## config.mk

```make
export PLATFORM = sky130hd
export DESIGN_NAME = fetch_unit
export DESIGN_NICKNAME = d
export VERILOG_FILES = /design/src/rtl/fetch_unit.sv
export SDC_FILE = /design/constraint.sdc
export NUM_CORES = 1
export LEC_CHECK = 0
export BUFFER_PORTS_ARGS = -buffer_cell sky130_fd_sc_hd__buf_2
export CAP_MARGIN = 20
export CELL_PAD_IN_SITES_DETAIL_PLACEMENT = 0
export CELL_PAD_IN_SITES_GLOBAL_PLACEMENT = 1
export CORE_ASPECT_RATIO = 0.9
export CORE_MARGIN = 2
export CORE_UTILIZATION = 40
export CTS_CLUSTER_DIAMETER = 60
export CTS_CLUSTER_SIZE = 12
export DETAILED_ROUTE_END_ITERATION = 8
export GPL_TIMING_DRIVEN = 0
export PLACE_DENSITY = 0.76
export SYNTH_ARGS = -nofsm -noshare
export SYNTH_HDL_FRONTEND = slang
export SYNTH_SLANG_ARGS = --single-unit
```

## constraint.sdc

```tcl
create_clock -name clk -period 12.7 [get_ports clk]
set_clock_uncertainty 0.2 [all_clocks]
set_input_delay 1.905 -clock clk [delete_from_list [all_inputs] [get_ports clk]]
set_output_delay 1.905 -clock clk [all_outputs]
set_load 0.02 [all_outputs]
```

## src/rtl/fetch_unit.sv

```systemverilog
`timescale 1ns/1ps
// fetch_unit: instruction fetch stage between the PC register and decode.
// It issues one request at a time to a variable-latency instruction memory
// and skid-buffers the returned word while decode is stalled. A flush kills
// whatever fetch is in flight or buffered. The IF/ID pipeline register is
// kept here, and FetchBusy asks the hazard unit to hold the PC until the
// current fetch retires into decode.
module fetch_unit #(
    parameter logic [31:0] NOP_INSTR = 32'h0000_0000
) (
    input  logic        clk,
    input  logic        reset,
    input  logic [31:0] PCF,
    input  logic        StallD,
    input  logic        FlushD,
    output logic        imem_req,
    output logic [31:0] imem_addr,
    input  logic        imem_ready,
    input  logic [31:0] imem_rdata,
    output logic        FetchBusy,
    output logic [31:0] InstrD,
    output logic [31:0] PCD,
    output logic [31:0] PCPlus4D,
    output logic        ValidD
);

    typedef enum logic [1:0] {
        IDLE  = 2'd0,
        ISSUE = 2'd1,
        WAIT  = 2'd2,
        HOLD  = 2'd3
    } state_t;

    state_t      state_q, state_d;
    logic [31:0] pc_q, pc_d;       // PC of the request most recently issued
    logic [31:0] buf_q, buf_d;     // returned word parked while decode stalls
    logic        drop_q, drop_d;   // outstanding response must be discarded

    // IF/ID pipeline register
    logic [31:0] instr_q, instr_d;
    logic [31:0] pcd_q, pcd_d;
    logic [31:0] pc4_q, pc4_d;
    logic        valid_q, valid_d;

    // Word handed to decode in the current cycle
    logic        load_en;
    logic [31:0] load_word;

    // FSM next state, memory request, busy flag and selection of the word for decode
    always_comb begin
        // NOTE: every signal written here gets a default first, so no path through the case leaves one unassigned and no latch is inferred.
        state_d   = state_q;
        pc_d      = pc_q;
        buf_d     = buf_q;
        drop_d    = drop_q;
        imem_req  = 1'b0;
        imem_addr = 32'h0000_0000;
        FetchBusy = 1'b1;
        load_en   = 1'b0;
        load_word = buf_q;

        unique case (state_q)
            IDLE: begin
                state_d = ISSUE;
            end

            ISSUE: begin
                // The response cannot arrive in the cycle the request is
                // issued, so imem_ready is not looked at here.
                imem_req  = 1'b1;
                imem_addr = PCF;
                pc_d      = PCF;
                if (FlushD) begin
                    drop_d = 1'b1;
                end
                state_d = WAIT;
            end

            WAIT: begin
                if (imem_ready) begin
                    if (drop_q || FlushD) begin
                        // Response belongs to a killed fetch: refetch from the redirected PC.
                        drop_d  = 1'b0;
                        state_d = ISSUE;
                    end else if (!StallD) begin
                        load_en   = 1'b1;
                        load_word = imem_rdata;
                        FetchBusy = 1'b0;
                        state_d   = ISSUE;
                    end else begin
                        buf_d   = imem_rdata;
                        state_d = HOLD;
                    end
                end else if (FlushD) begin
                    drop_d = 1'b1;
                end
            end

            HOLD: begin
                if (FlushD) begin
                    state_d = ISSUE;
                end else if (!StallD) begin
                    load_en   = 1'b1;
                    load_word = buf_q;
                    FetchBusy = 1'b0;
                    state_d   = ISSUE;
                end
            end

            default: begin
                state_d = IDLE;
            end
        endcase
    end

    // IF/ID next value: flush beats stall, which beats a new load; otherwise hold
    always_comb begin
        instr_d = instr_q;
        pcd_d   = pcd_q;
        pc4_d   = pc4_q;
        valid_d = valid_q;
        if (FlushD) begin
            instr_d = NOP_INSTR;
            pcd_d   = 32'h0000_0000;
            pc4_d   = 32'h0000_0000;
            valid_d = 1'b0;
        end else if (!StallD && load_en) begin
            instr_d = load_word;
            pcd_d   = pc_q;
            pc4_d   = pc_q + 32'd4;   // wraps modulo 2^32
            valid_d = 1'b1;
        end
    end

    // FSM state and fetch bookkeeping registers
    always_ff @(posedge clk or posedge reset) begin
        // NOTE: sequential state uses non-blocking assignments so every register samples pre-edge values, independent of statement order.
        if (reset) begin
            state_q <= IDLE;
            pc_q    <= 32'h0000_0000;
            buf_q   <= 32'h0000_0000;
            drop_q  <= 1'b0;
        end else begin
            state_q <= state_d;
            pc_q    <= pc_d;
            buf_q   <= buf_d;
            drop_q  <= drop_d;
        end
    end

    // IF/ID pipeline register
    always_ff @(posedge clk or posedge reset) begin
        if (reset) begin
            instr_q <= NOP_INSTR;
            pcd_q   <= 32'h0000_0000;
            pc4_q   <= 32'h0000_0000;
            valid_q <= 1'b0;
        end else begin
            instr_q <= instr_d;
            pcd_q   <= pcd_d;
            pc4_q   <= pc4_d;
            valid_q <= valid_d;
        end
    end

    assign InstrD   = instr_q;
    assign PCD      = pcd_q;
    assign PCPlus4D = pc4_q;
    assign ValidD   = valid_q;

endmodule

```

==> summary.txt <==
Yosys
  – Fraction of registers with async set/reset: 100%
  – Main flop type after synthesis: dfrtp_1
  – Sequential area share after synthesis: between 50% and 60%
  – Synth Warn #: 0
  – Synthesized netlist cell count: between 600 and 700
  – Synth cell types: a little over 60
  – Mapped cell area: about 7600 sq um
  – Top cell type by total area after synthesis: dfrtp_1
  – Mean area per synthesized cell: between 10 and 15 sq um
  – Ranking of synthesized cells by area: dfrtp_1 (53%), mux2_2 (9.1%), mux2i_1 (4.3%)
  – Share of the synthesized area in the top cell type: 53.1%
  – Syn nets: between 700 and 800
  – Flops & latches, synth: between 150 and 200
  – EDFF count, synth: 0

Critical path
  – WP data required: between 10 and 15 ns
  – Worst Path Arrival: approximately 2.8 ns
  – Crit-path max FO: 10
  – R2r setup slk: about 10 ns
  – Critical Path End Type: output port
  – Critical Path Start Type: flop
  – Largest stage delay, worst path: about 0.64 ns
  – Cells along the critical path: inv_1 > ha_1 > clkbuf_1 > clkbuf_1 > and2_1 > buf_2
  – Setup Crit Path Kind: flop to output port
  – Cell mode on critical path: clkbuf_1
  – Slowest CP cell: clkbuf_1

Timing
  – Max Freq: between 0.2 and 0.25 GHz
  – Fin Setup TNS: 0 ns
  – # setup viols final: 0
  – Final hold violations: 0
  – Pins Over Slew Limit: 0
  – RSZ-0062 raised after global routing: false
  – Final Cycle Share: roughly two fifths
  – Hold WS: roughly 0.27 ns
  – Slew headroom: between 40% and 50%
  – Final setup margin: just under 8 ns
  – Min Tclk post-route: just under 5 ns
  – Worst-Margin Slew: between 0.8 and 0.9 ns

Outcome
  – Status: finished clean

Clock network
  – Clk buf depth: 2
  – Postcts setup bufs: 0
  – H-tree levels: 4
  – TritonCTS buffer count: 17
  – CTS tree: built
  – Hold Buf Count CTS: 0
  – Skew-Pair Late Insertion Delay: approximately 0.42 ns
  – Root buf cell: clkbuf_16
  – Clock slew at reported path FFs: about 0.06 ns
  – Cts repair resizes: 0
  – Clock sinks: roughly 160

Global routing
  – Antenna violations before repair: 1
  – Number of global-route vias before repair: around 6k
  – Total gr overflow: 0
  – Largest net degree at the start of global routing: between 80 and 90
  – Global-route usage over all layers: 20.6%
  – First-pass GRT wire length: 32,300 um

Cells and area
  – # nets final: approximately 930
  – Share of cells above drive strength 1: between 30 and 40%
  – Layout area overhead: 25.0%
  – Commonest non-fill, non-tap cell in the layout: buf_2
  – Layout Cells excl Fill: 1,114
  – Most frequent cells in the layout: buf_2 (219), dfrtp_1 (162), mux2_2 (62), nand3_1 (51), and2_1 (38)

Drt
  – Metal3 WL: 1100 um
  – Met2 routed wirelength: 9580 um
  – Drt drc: 0
  – Top Layer Used: met4
  – M1 WL: 9420 um
  – Via count: 6,001
  – 1st-pass router iterations: 4
  – Routed len/inst: between 15 and 20 um
  – DR vias/cell: roughly 5.4
  – Routed Antenna Nets: 0
  – Initial DRC Count: approximately 370
  – Final wirelength: about 21,000 um

Worst hold path
  – Hold Path Class: flop to flop

Floorplan
  – Die X-Extent: around 150 um
  – Initial core utilization: between 40% and 50%
  – Die Y: 135 um
  – Die area: roughly 20,000 sq um
  – Io pins: 200
  – Core Region: around 19,000 sq um
  – FP Rows: 47

Power and ir drop
  – Internal Power: approximately 1.2 mW
  – Pwr dens: 202 nW/um^2
  – Switching share of power: between 30% and 40%
  – LEAKAGE: between 5 and 6 nW
  – Sequential Power Share: 40.3%
  – Worst vdd ir: 0.0872 mV
  – Clk pwr share: about a quarter
  – Psw: a little over 700 uW
  – Logic pwr share: 34.0%

Placement
  – DP Cell Count: ~1.1k
  – IO Port Bufs: about 200
  – DP HPWL: approximately 15,000 um
  – RD Place Congestion: roughly 0.85
  – DP Worst Slack: slightly below 8 ns

Flow run
  – Number of max-cap violations: 0
==> worst max-delay path, delay by kind of cell, from the launching register on <==
family                   cells  cell delay (ns)
flip-flops                   1             0.42
AND/OR/NAND/NOR              1             0.22
adder cells (fa/ha/maj)      1             0.27
buffers and inverters        4             1.47
==> cell type report <==
| type | count | area, sq um |
|---|---|---|
| antenna | 1 | 2.50 |
| clock buffer | 19 | 453 |
| buffer | 56 | 310 |
| timing repair buffer | 200 | 1020 |
| multi-input combinational | 410 | 3230 |
| inverter | 10 | 45.0 |
| tap | 245 | 307 |
| clock inverter | 11 | 114 |
| fill | 1686 | 8980 |
| sequential | 162 | 4050 |
==> state kept, by name, summed over array words and instances, names as in the netlist <==
register / count
InstrD: 32
PCD: 32
PCPlus4D: 30
ValidD: 1
buf_q: 32
drop_q: 1
pc_q: 32
state_q: 2
==> cell usage after synthesis, types with 5 or more instances <==
library cell  count
mux2i_1          33
dfrtp_1         162
buf_2            20
nand4_1           9
nand3_1          51
inv_1             9
o31ai_1          35
nor4_1            7
xor2_1            6
nor3b_1          16
ha_1              5
a22o_1           22
a221o_1           7
xnor2_1           6
nor2_1            8
nor3_1            8
o211ai_1          5
mux2_2           62
nand2_1          16
and2_1           38
a21o_1           20
clkbuf_1         23
==> cells by family (layout without fill, tap and decap cells) <==
group | after synthesis | in the layout | share of synthesized area (%)
adder cells (fa/ha/maj) | 5 | 5 | 0.820
XOR/XNOR | 12 | 12 | 1.38
AND/OR/NAND/NOR | 179 | 179 | 14.0
other | 0 | 1 | 0
flip-flops | 162 | 162 | 53.1
multiplexers | 96 | 96 | 13.6
buffers and inverters | 66 | 296 | 4.56
AO/OA/AOI/OAI | 118 | 118 | 12.5
==> layer usage <==
layer / track usage, % / up-vias
met3: 4.93 / 30
met5: 0 / -
li1: - / 2794
met2: 32.4 / 188
met4: 7.20 / 0
met1: 28.1 / 2989
==> power by group through the flow <==
| stage | combinational [mW] | sequential [mW] | clock, mW |
|---|---|---|---|
| 2_1_floorplan | 0.401 | 0.809 | 0 |
| 3_3_place_gp | 0.644 | 0.773 | 0 |
| 3_5_place_dp | 0.661 | 0.783 | 0 |
| 4_1_cts | 0.663 | 0.775 | 0.507 |
| 5_1_grt | 0.715 | 0.796 | 0.529 |
| 6_report | 0.655 | 0.775 | 0.495 |
==> final timing paths <==
kind                            startpoint            end  cells past startpoint
min in group asynchronous            reset      InstrD[2]                      2
worst min register to register     PCD[13]        PCD[13]                      1
max in group asynchronous            reset         PCD[1]                      3
worst min-delay path               PCD[13]        PCD[13]                      1
worst max register to register  state_q[1]       pc_q[26]                      5
worst max-delay path            state_q[1]  imem_addr[31]                      6
==> per-stage QoR <==
step / power, mW / area (sq um) / utilization (%)
detailed placement: 1.44 / 8970 / 48.4
CTS: 1.95 / 9540 / 51.5
global placement: 1.42 / 8940 / 48.2
finish: 1.93 / 9540 / 51.5
global route: 2.04 / 9540 / 51.5
floorplan: 1.21 / 7630 / -
Power figures use the tool's default switching activity.
